File: config.mk
export PLATFORM = sky130hd
export DESIGN_NAME = stochastic_to_binary_converter
export DESIGN_NICKNAME = d
export VERILOG_FILES = /design/src/rtl/s2b_pkg.sv /design/src/rtl/s2b_window_counter.sv /design/src/rtl/stochastic_to_binary_converter.sv
export SDC_FILE = /design/constraint.sdc
export NUM_CORES = 1
export LEC_CHECK = 0
export BUFFER_PORTS_ARGS = -buffer_cell sky130_fd_sc_hd__buf_4
export CAP_MARGIN = 20
export CORE_MARGIN = 4
export CORE_UTILIZATION = 55
export DETAILED_ROUTE_END_ITERATION = 10
export PLACE_DENSITY_LB_ADDON = 0.12
export SYNTH_ARGS = -nofsm -noshare
export SYNTH_HDL_FRONTEND = slang
export SYNTH_SLANG_ARGS = --single-unit
File: constraint.sdc
create_clock -name clk -period 3.82 [get_ports clk]
set_clock_uncertainty 0.15 [all_clocks]
set_input_delay 0.573 -clock clk [delete_from_list [all_inputs] [get_ports clk]]
set_output_delay 0.573 -clock clk [all_outputs]
set_load 0.01 [all_outputs]
File: src/rtl/s2b_pkg.sv
// Shared types and helpers for the stochastic-to-binary converter.
// The top level is built single-shot by default; defining S2B_CONTINUOUS_EN
// enables back-to-back windows and the sticky overrun output.
package s2b_pkg;

    typedef enum logic [1:0] {
        S2B_IDLE,
        S2B_ACCUM,
        S2B_HOLD
    } s2b_state_t;

    localparam int S2B_OUT_W           = 8;
    localparam int S2B_WINDOW_LOG2_MIN = 8;
    localparam int S2B_WINDOW_LOG2_MAX = 16;

    // Map a ones-count over a 2^w window onto 0..255: a full window saturates
    // to all-ones, otherwise the top eight bits of the w-bit count (truncated).
    function automatic logic [S2B_OUT_W-1:0] s2b_scale(
        input logic [S2B_WINDOW_LOG2_MAX:0] ones,
        input int unsigned                  w
    );
        logic [S2B_WINDOW_LOG2_MAX:0] full;
        logic [S2B_WINDOW_LOG2_MAX:0] shifted;
        full    = {{S2B_WINDOW_LOG2_MAX{1'b0}}, 1'b1} << w;
        shifted = ones >> (w - S2B_OUT_W);
        if (ones == full) begin
            return '1;
        end
        return shifted[S2B_OUT_W-1:0];
    endfunction

endpackage

File: src/rtl/s2b_window_counter.sv
// Sample and ones counters for one conversion window. ones_next is the count
// including the sample currently presented, so the top level can capture the
// final total on the same edge that takes the last sample.
module s2b_window_counter
    import s2b_pkg::*;
#(
    parameter int WINDOW_LOG2 = 8
) (
    input  logic                 clk,
    input  logic                 rst_n,
    input  logic                 clear,
    input  logic                 enable,
    input  logic                 bit_in,
    output logic [WINDOW_LOG2:0] ones_next,
    output logic                 window_done
);

    logic [WINDOW_LOG2-1:0] sample_cnt;
    logic [WINDOW_LOG2:0]   ones_cnt;

    assign ones_next   = ones_cnt + {{WINDOW_LOG2{1'b0}}, bit_in};
    // The 2^W-th sample is the one taken while sample_cnt is all ones.
    assign window_done = enable && (sample_cnt == '1);

    // Count valid samples and ones; clear has priority over counting.
    always_ff @(posedge clk or negedge rst_n) begin
        if (!rst_n) begin
            sample_cnt <= '0;
            ones_cnt   <= '0;
        end else if (clear) begin
            sample_cnt <= '0;
            ones_cnt   <= '0;
        end else if (enable) begin
            sample_cnt <= sample_cnt + 1'b1;
            ones_cnt   <= ones_next;
        end
    end

endmodule

File: src/rtl/stochastic_to_binary_converter.sv
// Decodes a unipolar stochastic bitstream into an 8-bit value by counting ones
// over 2^WINDOW_LOG2 valid samples; result leaves on a valid/ready handshake.
// Optional feature macro: S2B_CONTINUOUS_EN (back-to-back windows, overrun flag).
module stochastic_to_binary_converter
    import s2b_pkg::*;
#(
    parameter int WINDOW_LOG2 = 8,
    parameter int OUT_W       = S2B_OUT_W
) (
    input  logic             clk,
    input  logic             rst_n,
    input  logic             start,
    input  logic             abort,
    input  logic             bit_in,
    input  logic             bit_valid,
    output logic             busy,
    output logic [OUT_W-1:0] result,
    output logic             result_valid,
    input  logic             result_ready
`ifdef S2B_CONTINUOUS_EN
    ,
    output logic             overrun
`endif
);

    s2b_state_t                   state;
    logic                         cnt_clear;
    logic                         cnt_enable;
    logic [WINDOW_LOG2:0]         ones_next;
    logic                         window_done;
    logic [S2B_WINDOW_LOG2_MAX:0] ones_ext;
    logic [S2B_OUT_W-1:0]         scaled;

    assign cnt_enable = (state == S2B_ACCUM) && bit_valid;

    // Counters clear when a window opens, on abort, and (continuous) on each completion.
    always_comb begin
        cnt_clear = abort || ((state == S2B_IDLE) && start);
`ifdef S2B_CONTINUOUS_EN
        if (window_done) begin
            cnt_clear = 1'b1;
        end
`endif
    end

    // Widen the final count to the package helper's fixed input width.
    always_comb begin
        ones_ext                = '0;
        ones_ext[WINDOW_LOG2:0] = ones_next;
    end

    assign scaled = s2b_scale(ones_ext, WINDOW_LOG2);

    s2b_window_counter #(
        .WINDOW_LOG2 (WINDOW_LOG2)
    ) u_window_counter (
        .clk         (clk),
        .rst_n       (rst_n),
        .clear       (cnt_clear),
        .enable      (cnt_enable),
        .bit_in      (bit_in),
        .ones_next   (ones_next),
        .window_done (window_done)
    );

    // Control FSM with registered busy/result/handshake outputs; abort dominates.
    always_ff @(posedge clk or negedge rst_n) begin
        if (!rst_n) begin
            state        <= S2B_IDLE;
            busy         <= 1'b0;
            result       <= '0;
            result_valid <= 1'b0;
`ifdef S2B_CONTINUOUS_EN
            overrun      <= 1'b0;
`endif
        end else if (abort) begin
            state        <= S2B_IDLE;
            busy         <= 1'b0;
            result_valid <= 1'b0;
`ifdef S2B_CONTINUOUS_EN
            overrun      <= 1'b0;
`endif
        end else begin
            case (state)
                S2B_IDLE: begin
                    if (start) begin
                        state <= S2B_ACCUM;
                        busy  <= 1'b1;
                    end
                end
`ifdef S2B_CONTINUOUS_EN
                S2B_ACCUM: begin
                    // The output register drains independently of the stream.
                    if (result_valid && result_ready) begin
                        result_valid <= 1'b0;
                    end
                    if (window_done) begin
                        result       <= scaled[OUT_W-1:0];
                        result_valid <= 1'b1;
                        if (result_valid && !result_ready) begin
                            overrun <= 1'b1;
                        end
                    end
                end
`else
                S2B_ACCUM: begin
                    if (window_done) begin
                        state        <= S2B_HOLD;
                        busy         <= 1'b0;
                        result       <= scaled[OUT_W-1:0];
                        result_valid <= 1'b1;
                    end
                end
`endif
                S2B_HOLD: begin
                    if (result_ready) begin
                        state        <= S2B_IDLE;
                        result_valid <= 1'b0;
                    end
                end
                default: begin
                    state <= S2B_IDLE;
                    busy  <= 1'b0;
                end
            endcase
        end
    end

endmodule

==> results of run 1 <==
state kept, by name, indices dropped and copies added, names as in the netlist:
name,cells
u_window_counter.ones_cnt,9
result,8
u_window_counter.sample_cnt,8
state,2
busy,1
result_valid,1
logic make-up (layout without fill, tap and decap cells):
| group | Yosys count | in the layout | share of synthesized area |
|---|---|---|---|
| xor+xnor | 20 | 20 | 0.1113 |
| fa+ha+maj | 3 | 3 | 0.02385 |
| compound gates | 24 | 24 | 0.09381 |
| simple gates | 74 | 74 | 0.2576 |
| buf+inv | 10 | 26 | 0.04610 |
| mux | 1 | 1 | 0.006360 |
| flops | 29 | 29 | 0.4611 |
layout make-up:
type / instances / share of cell area
multi-input combinational: 122 / 0.4519
sequential: 29 / 0.4227
clock buffer: 8 / 0.02843
inverter: 2 / 0.004373
tap: 31 / 0.02259
timing repair buffer: 16 / 0.06997
path summary, 6_finish.rpt:
kind | startpoint | endpoint | slack, ns | cells after the start
worst max-delay path | state[1] | result[4] | 1.49 | 5
worst min-delay path | rst_n | result[1] | -0.007 | 1
worst max register to register | state[1] | result[4] | 1.49 | 5
worst min register to register | busy | busy | 0.37 | 2
max in group asynchronous | rst_n | result[4] | 3.25 | 1
min in group clk | abort | result_valid | 0.29 | 2
placed cells by master, fill, tap and decap left out, types with 5 or more instances in the layout:
cell type,count
clkbuf_4,5
xor2_1,13
buf_4,16
dfrtp_1,29
a31oi_1,8
a21oi_1,7
nor2_1,29
xnor2_1,7
nand2_1,16
metrics by stage:
step / hold WS [ns] / worst slack (ns) / instances
4_1_cts: 0.003512 / 1.503 / 208
6_report: -0.007257 / 1.494 / 208
5_1_grt: 0.006077 / 1.258 / 208
3_3_place_gp: 0.3362 / 1.423 / 200
3_5_place_dp: 0.3569 / 1.353 / 200
2_1_floorplan: 0.1274 / 1.642 / 161
per-layer routing:
layer | track usage | part of all wire | wire (um)
met4 | 0.06364 | 0.015 | 44
met3 | 0.06918 | 0.054 | 153
met2 | 0.2691 | 0.46 | 1300
met1 | 0.2238 | 0.47 | 1341
met5 | 0 | 0 | 0
power groups by stage:
stage / clock, mW / combinational [mW] / sequential [mW]
2_1_floorplan: 0 / 0.0192 / 0.319
3_3_place_gp: 0 / 0.0333 / 0.319
3_5_place_dp: 0 / 0.0335 / 0.319
4_1_cts: 0.182 / 0.0337 / 0.313
5_1_grt: 0.195 / 0.0377 / 0.314
6_report: 0.177 / 0.0329 / 0.313
==> flow_summary.ini, run 1 <==
[die]
io_pins = 17
dieArea_sq_mm = 0.003782
std_cell_rows = 19
coreArea_sq_mm = 0.002734
fp.dieW_um = 61.50
initial_core_util = 0.5757
die_height_um = 61.50

[sta]
maxSlewHeadroom = 0.5164
fin_setup_tns_ns = 0
period_share = 0.6088
rsz0062_at_grt = false
timing.fmax_ghz = 0.4300
drv_slew = 0
tightest_slew_ns = 0.7223
hold_violations = 8
setup_viol = 0
fin_hold_ws_ns = -0.007257
finalCriticalPeriod_ns = 2.326

[logic_synthesis]
yosys-top-cells-area = dfrtp_1 (46%), xor2_1 (7.2%), nor2_1 (6.9%), xnor2_1 (3.9%), nand2_1 (3.8%)
syn_nets = 171
avgSynthCellArea_sq_um = 9.776
synth_area_sq_mm = 0.001574
seq_area_frac_synth = 0.4610
synth_area_leader_cell = dfrtp_1
synth_top_flop_cell = dfrtp_1
synth_warnings = 0
synth_cell_types = 38
synth-seq-cells = 29
syn_inst = 161
synth_common_cells = dfrtp_1 (29), nor2_1 (29), nand2_1 (16), xor2_1 (13), a31oi_1 (8)
synth_edf_count = 0
yosysTopAreaCellShare = 0.4610
synthArstFlopShare = 1.000

[global_routing]
grt_pass1_vias = 1033
grt_pass1_wl_um = 4767
track_usage = 0.1753
grt_max_degree = 30
grt-ovfl-total = 0
antenna_found_initial = 0

[power_and_ir_drop]
p_int_mw = 0.3957
switching_share = 0.2438
p_leak_nw = 0.7673
p_sw_mw = 0.1276
power_density_mw_per_mm2 = 304.8
pwr-share-seq = 0.598
clkPwrFrac = 0.339
finalPower_mw = 0.5233
ir_drop_uv = 326.7
pwr-share-comb = 0.063

[worst_setup_path]
crit_path_max_fanout = 16
critPathArrivalTime_ns = 2.42
worst-path-buf-inv = 0
critPathMaxStageDelay_ns = 0.70
critPathKind = flop to flop
path_cells = and3b_1 -> nand4_4 -> nor4b_4 -> nor2_1 -> a31oi_1
crit_slowest_cell = nor4b_4
start_kind = flop
critPathRequiredTime_ns = 3.92
critical_path.top_delay_family = simple AND/OR/NAND/NOR gates
cp-end-kind = flop

[route]
via_per_inst = 5.582
drt-initial-drc-count = 52
wl_um = 2840
ant_nets = 0
num_vias = 1161
drt_pre_antenna_iters = 4
routedWlPerCell_um = 13.65
drc = 0

[place]
gp_congestion = 0.9549
port_buffers = 16
dp_hpwl_um = 2017
dpl_cell_area_sq_mm = 0.001668

[cts]
htreeDepth = 2
clockBufferDepth = 2
worst_setup_hold_path_clk_slew_ns = 0.10
numCtsBuffers = 5
cts.sinks = 29
tritoncts = yes
clkLatencyLatePin_ns = 0.33
cts_hold_buf = 0
cts_setup_buffers = 0
cts-resized-gates = 0
clockRootBuffer = clkbuf_4

[run]
drv_cap = 0

[final_layout]
regArea_sq_um = 725.7
syn_to_final_growth_pct = 9.062
fillers = 239
multi_input_area_sq_um = 775.7
n_antenna_cell = 0
design_area_sq_mm = 0.001717
nets = 186
finish.utilization = 0.6279
drive_above_1_share = 0.1525

[hold_path]
hp-class = input pin to async pin

[run_status]
status = finished, violations left
violations = negative hold slack
Note: power is estimated with default switching activity, not from simulation.
==> run 2: changes to the inputs <==
Clock period 3.82 ns to 2.3 ns, I/O delays scaled along.
==> run 2 against run 1 <==
Sequential cell count unchanged. Global-route usage down 0.44 points. Worst hold slack better by 0.077 ns. The flow now finishes without violations.
==> flow_summary.ini, run 2 (synthesized netlist as in run 1, its figures left out) <==
[cts]
clkLatencyLatePin_ns = 0.33
clockRootBuffer = clkbuf_4
numCtsBuffers = 5
htreeDepth = 2
clockBufferDepth = 2
worst_setup_hold_path_clk_slew_ns = 0.10
tritoncts = yes
cts.sinks = 29

[final_layout]
n_antenna_cell = 0
final_cell_mix = nor2_1 (29), dfrtp_1 (29), buf_4 (19)
regMostFlops = u_window_counter.ones_cnt
fillers = 220
biggestRegsByFlops = u_window_counter.ones_cnt: 9 flops, result: 8 flops, u_window_counter.sample_cnt: 8 flops
regArea_sq_um = 725.7
largest_reg_flops = 9
drive_above_1_share = 0.1878
nets = 190
multi_input_area_sq_um = 797.0
syn_to_final_growth_pct = 12.64
finish.utilization = 0.6485

[hold_path]
whs_path_depth = 2
min_to = result_valid
hp-class = input pin to flop
min-delay-start = abort

[global_routing]
grt_pass1_wl_um = 4616
use_met3 = 0.06289
antenna_found_initial = 0
grt-busiest-layer = met2
grt_pass1_vias = 998
grt_max_degree = 30
grtUsageMet2 = 0.2526
grtUsageMet1 = 0.2248
track_usage = 0.1709
grt-ovfl-total = 0

[worst_setup_path]
crit_path_max_fanout = 16
r2r_slack_ns = 0.20
critPathRequiredTime_ns = 2.39
cp-end-kind = flop
r2r-end = result[2]
rr_worst_depth = 6
critPathKind = flop to flop
critPathArrivalTime_ns = 2.19
reg2reg_from = state[1]
start_kind = flop

[sta]
maxSlewHeadroom = 0.6428
drv_slew = 0
fin_setup_tns_ns = 0
setup_viol = 0
fin_ws_ns = 0.2030
finalCriticalPeriod_ns = 2.097
fin_hold_ws_ns = 0.06947
tightest_slew_ns = 0.5358
rsz0062_at_grt = false
period_share = 0.9117
hold_violations = 0
timing.fmax_ghz = 0.4769

[run_status]
status = finished, final reports clean

[die]
coreArea_sq_mm = 0.002734
io_pins = 17
initial_core_util = 0.5757
fp.dieW_um = 61.50
std_cell_rows = 19
dieArea_sq_mm = 0.003782
die_height_um = 61.50

[power_and_ir_drop]
power_density_mw_per_mm2 = 492.4
ir_drop_uv = 401.7
p_leak_nw = 0.7947

[place]
port_buffers = 16
gp_congestion = 0.8483
dp_hpwl_um = 2030
place_ws_ns = 0.1018

[route]
wl_um = 2840
drc = 0
via_per_inst = 5.538
drt-initial-drc-count = 55
drt_pre_antenna_iters = 4
ant_nets = 0
num_vias = 1174
routedWlPerCell_um = 13.40

[run]
drv_cap = 0
## run 2: cell count changes in the layout (fill, tap and decap cells not counted), sizes merged
| cell | before | now |
|---|---|---|
| dlygate4sd3 | 0 | 1 |
| clkinv | 0 | 2 |
| clkbuf | 8 | 6 |
| buf | 16 | 19 |
## run 2: layout make-up
type	instances	area share
flip-flops and latches	29	0.4093
clock inverters	2	0.005646
repair buffers	20	0.08610
well taps	31	0.02188
inverters	2	0.004234
clock buffers	6	0.02329
multi-input cells	122	0.4495
## run 2: metal layers
layer,routed length [um],vias to the layer above
met4,44,0
met5,0,-
met3,135,5
met1,1356,548
met2,1303,26
li1,-,595
## run 2: stage by stage
stage | total power, mW | cells | area, sq um
after global routing | 0.9141 | 212 | 1773
after floorplan | 0.5620 | 161 | 1574
after global placement | 0.5854 | 203 | 1690
final | 0.8730 | 212 | 1773
after CTS | 0.8829 | 212 | 1752
after detailed placement | 0.5874 | 203 | 1690
## run 2: power breakdown
part           leakage (nW)  switching (mW)  internal, mW
Sequential            0.402         0.00558         0.514
Combinational         0.361          0.0347        0.0235
Clock                0.0320           0.179         0.116
Total                 0.795           0.219         0.654
## run 2: worst max-delay path, stage by stage, from the launching register on
cell and delay (ns):
dfrtp_1 0.48, and3b_1 0.46, nand4_4 0.20, nor4b_4 0.28, buf_4 0.24, nor2_1 0.07
a31oi_2 0.14
## run 2: timing repair
| action | CTS | global route |
|---|---|---|
| gates resized for setup | 0 | 3 |
| endpoints found under the setup margin | 0 | 5 |
| buffers inserted | 0 | 0 |
| endpoints found under the hold margin | 29 | 0 |
| hold buffers | 1 | 0 |
## run 2: worst max path at each step
stage	from	endpoint	cells after the start
floorplan	u_window_counter.ones_cnt[0]	result[0]	6
global placement	bit_in	result[0]	7
detailed placement	bit_in	result[1]	7
CTS	u_window_counter.ones_cnt[0]	result[6]	6
global route	state[1]	result[2]	6
finish	state[1]	result[2]	6
